File: src/rtl/multicycle_ctrl_if.sv
// Control bundle between the multicycle controller (master) and the datapath (slave).
interface multicycle_ctrl_if #(
    parameter int OP_W = 4
);
    logic [OP_W-1:0] opcode;
    logic            zero;
    logic            mem_ready;
    logic            pc_we;
    logic            ir_we;
    logic            mem_re;
    logic            mem_we;
    logic            reg_we;
    logic            iord_sel;
    logic            alusrca_sel;
    logic [1:0]      alusrcb_sel;
    logic            memtoreg_sel;
    logic            regdst_sel;
    logic [1:0]      pcsrc_sel;
    logic [1:0]      alu_op;
    logic [3:0]      state;
    logic            halted;
    logic            illegal;

    modport master (
        input  opcode, zero, mem_ready,
        output pc_we, ir_we, mem_re, mem_we, reg_we, iord_sel, alusrca_sel,
               alusrcb_sel, memtoreg_sel, regdst_sel, pcsrc_sel, alu_op,
               state, halted, illegal
    );

    modport slave (
        output opcode, zero, mem_ready,
        input  pc_we, ir_we, mem_re, mem_we, reg_we, iord_sel, alusrca_sel,
               alusrcb_sel, memtoreg_sel, regdst_sel, pcsrc_sel, alu_op,
               state, halted, illegal
    );
endinterface

File: src/rtl/multicycle_ctrl.sv
// Main control FSM of the 16-bit multicycle RISC datapath (Moore decode, gated fetch/branch writes).
// Optional: define CTRL_ILLEGAL_TRAP_EN to trap illegal opcodes into HALT with a sticky flag.
module multicycle_ctrl #(
    parameter int OP_W = 4
) (
    input  logic              clk,
    input  logic              rst,
    multicycle_ctrl_if.master bus
);
    typedef enum logic [3:0] {
        S_FETCH  = 4'd0,  S_DECODE = 4'd1,  S_MEMADR = 4'd2,  S_MEMRD  = 4'd3,
        S_MEMWB  = 4'd4,  S_MEMWR  = 4'd5,  S_EXEC   = 4'd6,  S_ALUWB  = 4'd7,
        S_BRANCH = 4'd8,  S_JUMP   = 4'd9,  S_ADDIEX = 4'd10, S_HALT   = 4'd11
    } state_t;

    localparam logic [OP_W-1:0] OP_RTYPE = OP_W'(4'h0);
    localparam logic [OP_W-1:0] OP_ADDI  = OP_W'(4'h1);
    localparam logic [OP_W-1:0] OP_LW    = OP_W'(4'h2);
    localparam logic [OP_W-1:0] OP_SW    = OP_W'(4'h3);
    localparam logic [OP_W-1:0] OP_BEQ   = OP_W'(4'h4);
    localparam logic [OP_W-1:0] OP_JMP   = OP_W'(4'h5);
    localparam logic [OP_W-1:0] OP_HALT  = OP_W'(4'hF);

    state_t     r_state, w_next;
    logic       w_pc_we, w_ir_we, w_mem_re, w_mem_we, w_reg_we;
    logic       w_iord, w_alusrca, w_memtoreg, w_regdst, w_halted;
    logic [1:0] w_alusrcb, w_pcsrc, w_alu_op;
    logic       w_illegal;

    always_ff @(posedge clk) begin
        if (rst) r_state <= S_FETCH;
        else     r_state <= w_next;
    end

`ifdef CTRL_ILLEGAL_TRAP_EN
    logic w_trap;
    logic r_illegal;

    always_ff @(posedge clk) begin
        if (rst)         r_illegal <= 1'b0;
        else if (w_trap) r_illegal <= 1'b1;
    end
    assign w_illegal = r_illegal;
`else
    assign w_illegal = 1'b0;
`endif

    always_comb begin
        w_next     = r_state;
        w_pc_we    = 1'b0;
        w_ir_we    = 1'b0;
        w_mem_re   = 1'b0;
        w_mem_we   = 1'b0;
        w_reg_we   = 1'b0;
        w_iord     = 1'b0;
        w_alusrca  = 1'b0;
        w_alusrcb  = 2'd0;
        w_memtoreg = 1'b0;
        w_regdst   = 1'b0;
        w_pcsrc    = 2'd0;
        w_alu_op   = 2'd0;
        w_halted   = 1'b0;
`ifdef CTRL_ILLEGAL_TRAP_EN
        w_trap     = 1'b0;
`endif
        unique case (r_state)
            S_FETCH: begin
                w_mem_re  = 1'b1;
                w_alusrcb = 2'd1;
                w_ir_we   = bus.mem_ready;
                w_pc_we   = bus.mem_ready;
                if (bus.mem_ready) w_next = S_DECODE;
            end
            S_DECODE: begin
                w_alusrcb = 2'd2;
                case (bus.opcode)
                    OP_RTYPE:      w_next = S_EXEC;
                    OP_ADDI:       w_next = S_ADDIEX;
                    OP_LW, OP_SW:  w_next = S_MEMADR;
                    OP_BEQ:        w_next = S_BRANCH;
                    OP_JMP:        w_next = S_JUMP;
                    OP_HALT:       w_next = S_HALT;
                    default: begin
`ifdef CTRL_ILLEGAL_TRAP_EN
                        w_next = S_HALT;
                        w_trap = 1'b1;
`else
                        w_next = S_FETCH;
`endif
                    end
                endcase
            end
            S_MEMADR: begin
                w_alusrca = 1'b1;
                w_alusrcb = 2'd2;
                w_next    = (bus.opcode == OP_SW) ? S_MEMWR : S_MEMRD;
            end
            S_MEMRD: begin
                w_mem_re = 1'b1;
                w_iord   = 1'b1;
                if (bus.mem_ready) w_next = S_MEMWB;
            end
            S_MEMWB: begin
                w_reg_we   = 1'b1;
                w_memtoreg = 1'b1;
                w_next     = S_FETCH;
            end
            S_MEMWR: begin
                w_mem_we = 1'b1;
                w_iord   = 1'b1;
                if (bus.mem_ready) w_next = S_FETCH;
            end
            S_EXEC: begin
                w_alusrca = 1'b1;
                w_alu_op  = 2'd2;
                w_next    = S_ALUWB;
            end
            S_ALUWB: begin
                w_reg_we = 1'b1;
                w_regdst = 1'b1;
                w_next   = S_FETCH;
            end
            S_ADDIEX: begin
                w_alusrca = 1'b1;
                w_alusrcb = 2'd2;
                w_next    = S_ALUWB;
            end
            S_BRANCH: begin
                w_alusrca = 1'b1;
                w_alu_op  = 2'd1;
                w_pcsrc   = 2'd1;
                w_pc_we   = bus.zero;
                w_next    = S_FETCH;
            end
            S_JUMP: begin
                w_pcsrc = 2'd2;
                w_pc_we = 1'b1;
                w_next  = S_FETCH;
            end
            S_HALT: w_halted = 1'b1;
            default: w_next = S_FETCH;
        endcase

        // Reset abandons the current instruction: nothing may be written in the reset cycle.
        if (rst) begin
            w_pc_we    = 1'b0;
            w_ir_we    = 1'b0;
            w_mem_re   = 1'b0;
            w_mem_we   = 1'b0;
            w_reg_we   = 1'b0;
            w_iord     = 1'b0;
            w_alusrca  = 1'b0;
            w_alusrcb  = 2'd0;
            w_memtoreg = 1'b0;
            w_regdst   = 1'b0;
            w_pcsrc    = 2'd0;
            w_alu_op   = 2'd0;
            w_halted   = 1'b0;
        end
    end

    assign bus.pc_we        = w_pc_we;
    assign bus.ir_we        = w_ir_we;
    assign bus.mem_re       = w_mem_re;
    assign bus.mem_we       = w_mem_we;
    assign bus.reg_we       = w_reg_we;
    assign bus.iord_sel     = w_iord;
    assign bus.alusrca_sel  = w_alusrca;
    assign bus.alusrcb_sel  = w_alusrcb;
    assign bus.memtoreg_sel = w_memtoreg;
    assign bus.regdst_sel   = w_regdst;
    assign bus.pcsrc_sel    = w_pcsrc;
    assign bus.alu_op       = w_alu_op;
    assign bus.state        = r_state;
    assign bus.halted       = w_halted;
    assign bus.illegal      = w_illegal;
endmodule

File: src/flat_wrapper.sv
// flat-port wrapper written by rule: the top's interface ports become plain ports
module multicycle_ctrl_flat 
#(
    parameter int OP_W = 4
)
  (clk, rst, bus_opcode, bus_zero, bus_mem_ready, bus_pc_we, bus_ir_we, bus_mem_re, bus_mem_we, bus_reg_we, bus_iord_sel, bus_alusrca_sel, bus_alusrcb_sel, bus_memtoreg_sel, bus_regdst_sel, bus_pcsrc_sel, bus_alu_op, bus_state, bus_halted, bus_illegal);
  multicycle_ctrl_if #(.OP_W(OP_W)) bus_i ();
  input  logic clk;
  input  logic rst;
  input wire logic [$bits(bus_i.opcode)-1:0] bus_opcode;
  input wire logic [$bits(bus_i.zero)-1:0] bus_zero;
  input wire logic [$bits(bus_i.mem_ready)-1:0] bus_mem_ready;
  output wire logic [$bits(bus_i.pc_we)-1:0] bus_pc_we;
  output wire logic [$bits(bus_i.ir_we)-1:0] bus_ir_we;
  output wire logic [$bits(bus_i.mem_re)-1:0] bus_mem_re;
  output wire logic [$bits(bus_i.mem_we)-1:0] bus_mem_we;
  output wire logic [$bits(bus_i.reg_we)-1:0] bus_reg_we;
  output wire logic [$bits(bus_i.iord_sel)-1:0] bus_iord_sel;
  output wire logic [$bits(bus_i.alusrca_sel)-1:0] bus_alusrca_sel;
  output wire logic [$bits(bus_i.alusrcb_sel)-1:0] bus_alusrcb_sel;
  output wire logic [$bits(bus_i.memtoreg_sel)-1:0] bus_memtoreg_sel;
  output wire logic [$bits(bus_i.regdst_sel)-1:0] bus_regdst_sel;
  output wire logic [$bits(bus_i.pcsrc_sel)-1:0] bus_pcsrc_sel;
  output wire logic [$bits(bus_i.alu_op)-1:0] bus_alu_op;
  output wire logic [$bits(bus_i.state)-1:0] bus_state;
  output wire logic [$bits(bus_i.halted)-1:0] bus_halted;
  output wire logic [$bits(bus_i.illegal)-1:0] bus_illegal;
  assign bus_i.opcode = bus_opcode;
  assign bus_i.zero = bus_zero;
  assign bus_i.mem_ready = bus_mem_ready;
  assign bus_pc_we = bus_i.pc_we;
  assign bus_ir_we = bus_i.ir_we;
  assign bus_mem_re = bus_i.mem_re;
  assign bus_mem_we = bus_i.mem_we;
  assign bus_reg_we = bus_i.reg_we;
  assign bus_iord_sel = bus_i.iord_sel;
  assign bus_alusrca_sel = bus_i.alusrca_sel;
  assign bus_alusrcb_sel = bus_i.alusrcb_sel;
  assign bus_memtoreg_sel = bus_i.memtoreg_sel;
  assign bus_regdst_sel = bus_i.regdst_sel;
  assign bus_pcsrc_sel = bus_i.pcsrc_sel;
  assign bus_alu_op = bus_i.alu_op;
  assign bus_state = bus_i.state;
  assign bus_halted = bus_i.halted;
  assign bus_illegal = bus_i.illegal;
  multicycle_ctrl #(.OP_W(OP_W)) u_core (.clk(clk), .rst(rst), .bus(bus_i));
endmodule
File: config.mk
export PLATFORM = sky130hd
export DESIGN_NAME = multicycle_ctrl_flat
export DESIGN_NICKNAME = d
export VERILOG_FILES = /design/src/rtl/multicycle_ctrl_if.sv /design/src/rtl/multicycle_ctrl.sv /design/src/flat_wrapper.sv
export SDC_FILE = /design/constraint.sdc
export NUM_CORES = 1
export LEC_CHECK = 0
export CAP_MARGIN = 40
export CORE_MARGIN = 1
export CORE_UTILIZATION = 40
export CTS_CLUSTER_SIZE = 40
export DETAILED_ROUTE_END_ITERATION = 10
export HOLD_SLACK_MARGIN = 0.06
export PLACE_DENSITY_LB_ADDON = 0.08
export SYNTH_ARGS = -nofsm -noshare
export SYNTH_HDL_FRONTEND = slang
export SYNTH_SLANG_ARGS = --single-unit
File: constraint.sdc
create_clock -name clk -period 1.7 [get_ports clk]
set_input_delay 0.255 -clock clk [delete_from_list [all_inputs] [get_ports clk]]
set_output_delay 0.255 -clock clk [all_outputs]
set_load 0.02 [all_outputs]
==> results.sh <==
export IMPL_register_area_share_after_synthesis_pct=13.4
export IMPL_layout_worst_path_cycle_share_pct=94.9
export IMPL_r2r_end="u_core.bus.state[0]"
export IMPL_hold_violations=0
export IMPL_final_nets=143
export IMPL_grt_first_pass_wirelength_um=3070
export IMPL_total_leakage_power_uw=0.000528
export IMPL_via_count_of_the_first_global_routing_pass=730
export IMPL_synthDistinctLibCells=41
export IMPL_clkSinkCount=4
export IMPL_design_area_mm2=0.00104
export IMPL_critical_path_startpoint_type="flip-flop"
export IMPL_path_cells="buf_4, mux2i_1, nor3_1, dlygate4sd2_1"
export IMPL_setup_worst_path_class="reg -> out"
export IMPL_timing_critical_path_arrival_ns=1.36
export IMPL_switchingPower_uw=218
export IMPL_ctsRootBufferMaster="sky130_fd_sc_hd__clkbuf_4"
export IMPL_fin_worst_skew_ns=0.00104
export IMPL_die_area_mm2=0.00165
export IMPL_synth_compound_area_share_pct=19.3
export IMPL_ys_warn_count=0
export IMPL_grt_start_max_net_pins=13
export IMPL_postLayoutCoreUtil_pct=76.7
export IMPL_wl_per_cell_um=13.2
export IMPL_place_gp_congestion=0.898
export IMPL_run_status="completed"
export IMPL_area_growth_pct=73.6
export IMPL_syn_area_per_cell_um2=7.11
export IMPL_worstSkewPairLatency_ns=0.24
export IMPL_drt_first_pass_iters=4
export IMPL_antenna_left=0
export IMPL_yosysTopAreaCell="sky130_fd_sc_hd__dfxtp_1"
export IMPL_hold_path_startpoint="rst"
export IMPL_h_tree_depth=1
export IMPL_synthArstFlopShare_pct=0
export IMPL_max_freq_ghz=0.620
export IMPL_comb_power_share_pct=56.1
export IMPL_vias=829
export IMPL_ys_top_cells_by_area="sky130_fd_sc_hd__dfxtp_1 13%, sky130_fd_sc_hd__nor2_1 6.3%, sky130_fd_sc_hd__nor3_1 5.9%"
export IMPL_dp_wirelength_um=1510
export IMPL_synth_area_mux_share_pct=1.68
export IMPL_multi_input_area_um2=462
export IMPL_layout_cells_most_common_list="27 x sky130_fd_sc_hd__buf_4, 10 x sky130_fd_sc_hd__nor2_1, 8 x sky130_fd_sc_hd__nand2_1"
export IMPL_netlist_area_um2=597
export IMPL_worst_setup_path_end_kind="output pin"
export IMPL_maxCapViolations=0
export IMPL_timing_final_setup_violations=0
export IMPL_synth_top_cell_area_share_pct=13.4
export IMPL_power_density_mw_per_mm2=540
export IMPL_dpl_instance_area_mm2=0.00104
export IMPL_design_core_area_mm2=0.00135
export IMPL_tritoncts="yes"
export IMPL_critPathMaxFanout=8
export IMPL_totalWireLength_um=1950
export IMPL_switching_share_pct=38.9
export IMPL_post_route_cells_drive_above_1_share_pct=40.6
export IMPL_cts_clk_slew_worst_paths_ns=0.04
export IMPL_largest_register_ffs=4
export IMPL_post_synthesis_simple_gate_area_fraction_pct=49.9
export IMPL_post_synth_edffs=0
export IMPL_netlist_instances=84
export IMPL_register_area_um2=87.6
export IMPL_cp_num_buf_inv=2
export IMPL_gr_total_overflow=0
export IMPL_cpLargestDelayFamily="buffers and inverters"
export IMPL_synth_ff_type="sky130_fd_sc_hd__dfxtp_1"
export IMPL_max_clock_path_buffers=2
export IMPL_io_buffer_count=27
export IMPL_route_detailed_vias_per_inst=5.60
export IMPL_initial_core_utilization_pct=44.2
export IMPL_share_clk_of_total_power_pct=21.5
export IMPL_antenna_cells=0
export IMPL_largest_family_of_logic_cells_by_synthesized_area="simple AND/OR/NAND/NOR gates"
export IMPL_crit_path_top_delay_cell="sky130_fd_sc_hd__dfxtp_2"
export IMPL_finalWorstPathRequiredPeriod_ns=1.61
export IMPL_drc=0
export IMPL_synthXorXnorAreaFrac_pct=2.94
export IMPL_cts_hold_fix_buffers=0
export IMPL_grt_setup_unrepaired="false"
export IMPL_reg2reg_setup_slack_ns=0.27
export IMPL_timing_hold_worst_path_depth=3
export IMPL_seq_power_share_pct=22.4
export IMPL_hold_path_class="in -> reg"
export IMPL_synthesis_nets=92
export IMPL_worst_hold_path_endpoint="u_core.bus.state[2]"
export IMPL_ios=29
export IMPL_internal_power_uw=342
export IMPL_peakVddDrop_uv=573
export IMPL_placementRows=13
export IMPL_layout_cells_most_common="sky130_fd_sc_hd__buf_4"
export IMPL_synthAdderAreaFrac_pct=0
export IMPL_chipWidth_um=40.6
export IMPL_rr_startpoint="u_core.bus.state[3]"
export IMPL_grt_usage_pct=28.1
export IMPL_fillerInstances=113
export IMPL_synth_ff_latch_count=4
export IMPL_worst_r2r_path_depth=6
export IMPL_cts_buffers=3
export IMPL_die_h_um=40.6
export IMPL_crit_required_ns=1.44
export IMPL_timing_max_transition_violations_final=0
export IMPL_first_iter_violations=14
export IMPL_timing_critical_path_slowest_cell_delay_ns=0.44
export IMPL_number_of_antenna_violations_at_the_first_check_in_global_routing=0
[routing by layer]
metal	wire length, um	vias to the layer above	global-route usage, %
li1	-	407	-
met1	822	388	32.7
met2	1010	34	53.2
met3	117	0	8.15
met4	0	0	0
met5	0	-	0
[worst register-to-register path, cell delays in order (launching register included)]
cell and delay [ns]:
sky130_fd_sc_hd__dfxtp_2 0.37, sky130_fd_sc_hd__buf_4 0.18, sky130_fd_sc_hd__nor3_2 0.18, sky130_fd_sc_hd__buf_4 0.13
sky130_fd_sc_hd__nand4_1 0.09, sky130_fd_sc_hd__or3_1 0.34, sky130_fd_sc_hd__nand2_1 0.07
[power groups by stage]
| stage | Combinational (uW) | Clock (uW) | Sequential (uW) |
|---|---|---|---|
| floorplan | 166 | 0 | 120 |
| global placement | 324 | 0 | 125 |
| detailed placement | 330 | 0 | 125 |
| CTS | 319 | 124 | 124 |
| global route | 342 | 134 | 127 |
| finish | 314 | 120 | 125 |
[kinds of logic (layout without fill, tap and decap cells)]
kind of cell / after synthesis / after routing
simple gates: 50 / 50
compound gates: 15 / 15
buf+inv: 11 / 60
flops: 4 / 4
xor+xnor: 2 / 2
other cells: 1 / 1
mux: 1 / 1
[worst max path at each step]
stage | start | to | depth (start not counted)
after floorplan | u_core.bus.state[1] | bus_alu_op[0] | 4
after global placement | rst | bus_ir_we | 5
after detailed placement | rst | bus_ir_we | 5
after CTS | u_core.bus.state[1] | bus_state[1] | 2
after global routing | u_core.bus.state[1] | bus_alusrca_sel | 4
final | u_core.bus.state[3] | bus_alusrca_sel | 4
[metrics by stage]
stage	TNS [ns]	std cells	setup slack (ns)	hold WS, ns	power (uW)
2_1_floorplan	-0.0769	84	-0.0385	0.428	285
3_3_place_gp	-4.72	145	-0.378	0.753	448
3_5_place_dp	-5.14	145	-0.436	0.776	454
4_1_cts	0	148	0.00253	0.569	567
5_1_grt	0	148	0.00314	0.609	603
6_report	0	148	0.0875	0.607	560
[cells in the mapped netlist, drive strengths merged, types with 2 or more instances]
| master | number |
|---|---|
| nor2 | 10 |
| buf | 8 |
| o21ai | 4 |
| o211ai | 3 |
| nor4b | 2 |
| nor4 | 2 |
| nand2 | 9 |
| nor3 | 8 |
| nand4 | 2 |
| inv | 2 |
| nand2b | 4 |
| nor2b | 2 |
| and3 | 3 |
| nor3b | 2 |
| a211oi | 2 |
| dfxtp | 4 |
[cell type report]
class | instances | share of cell area (%)
sequential | 4 | 8.45
inverter | 2 | 0.725
tap | 15 | 1.81
multi-input combinational | 69 | 44.6
timing repair buffer | 55 | 42.3
clock buffer | 3 | 2.17
[what timing repair did]
action | in CTS | in global routing
setup endpoints to repair | 20 | 14
setup buffers | 0 | 0
cloned | 0 | 0
gates resized for setup | 41 | 21
Power figures use the tool's default switching activity.
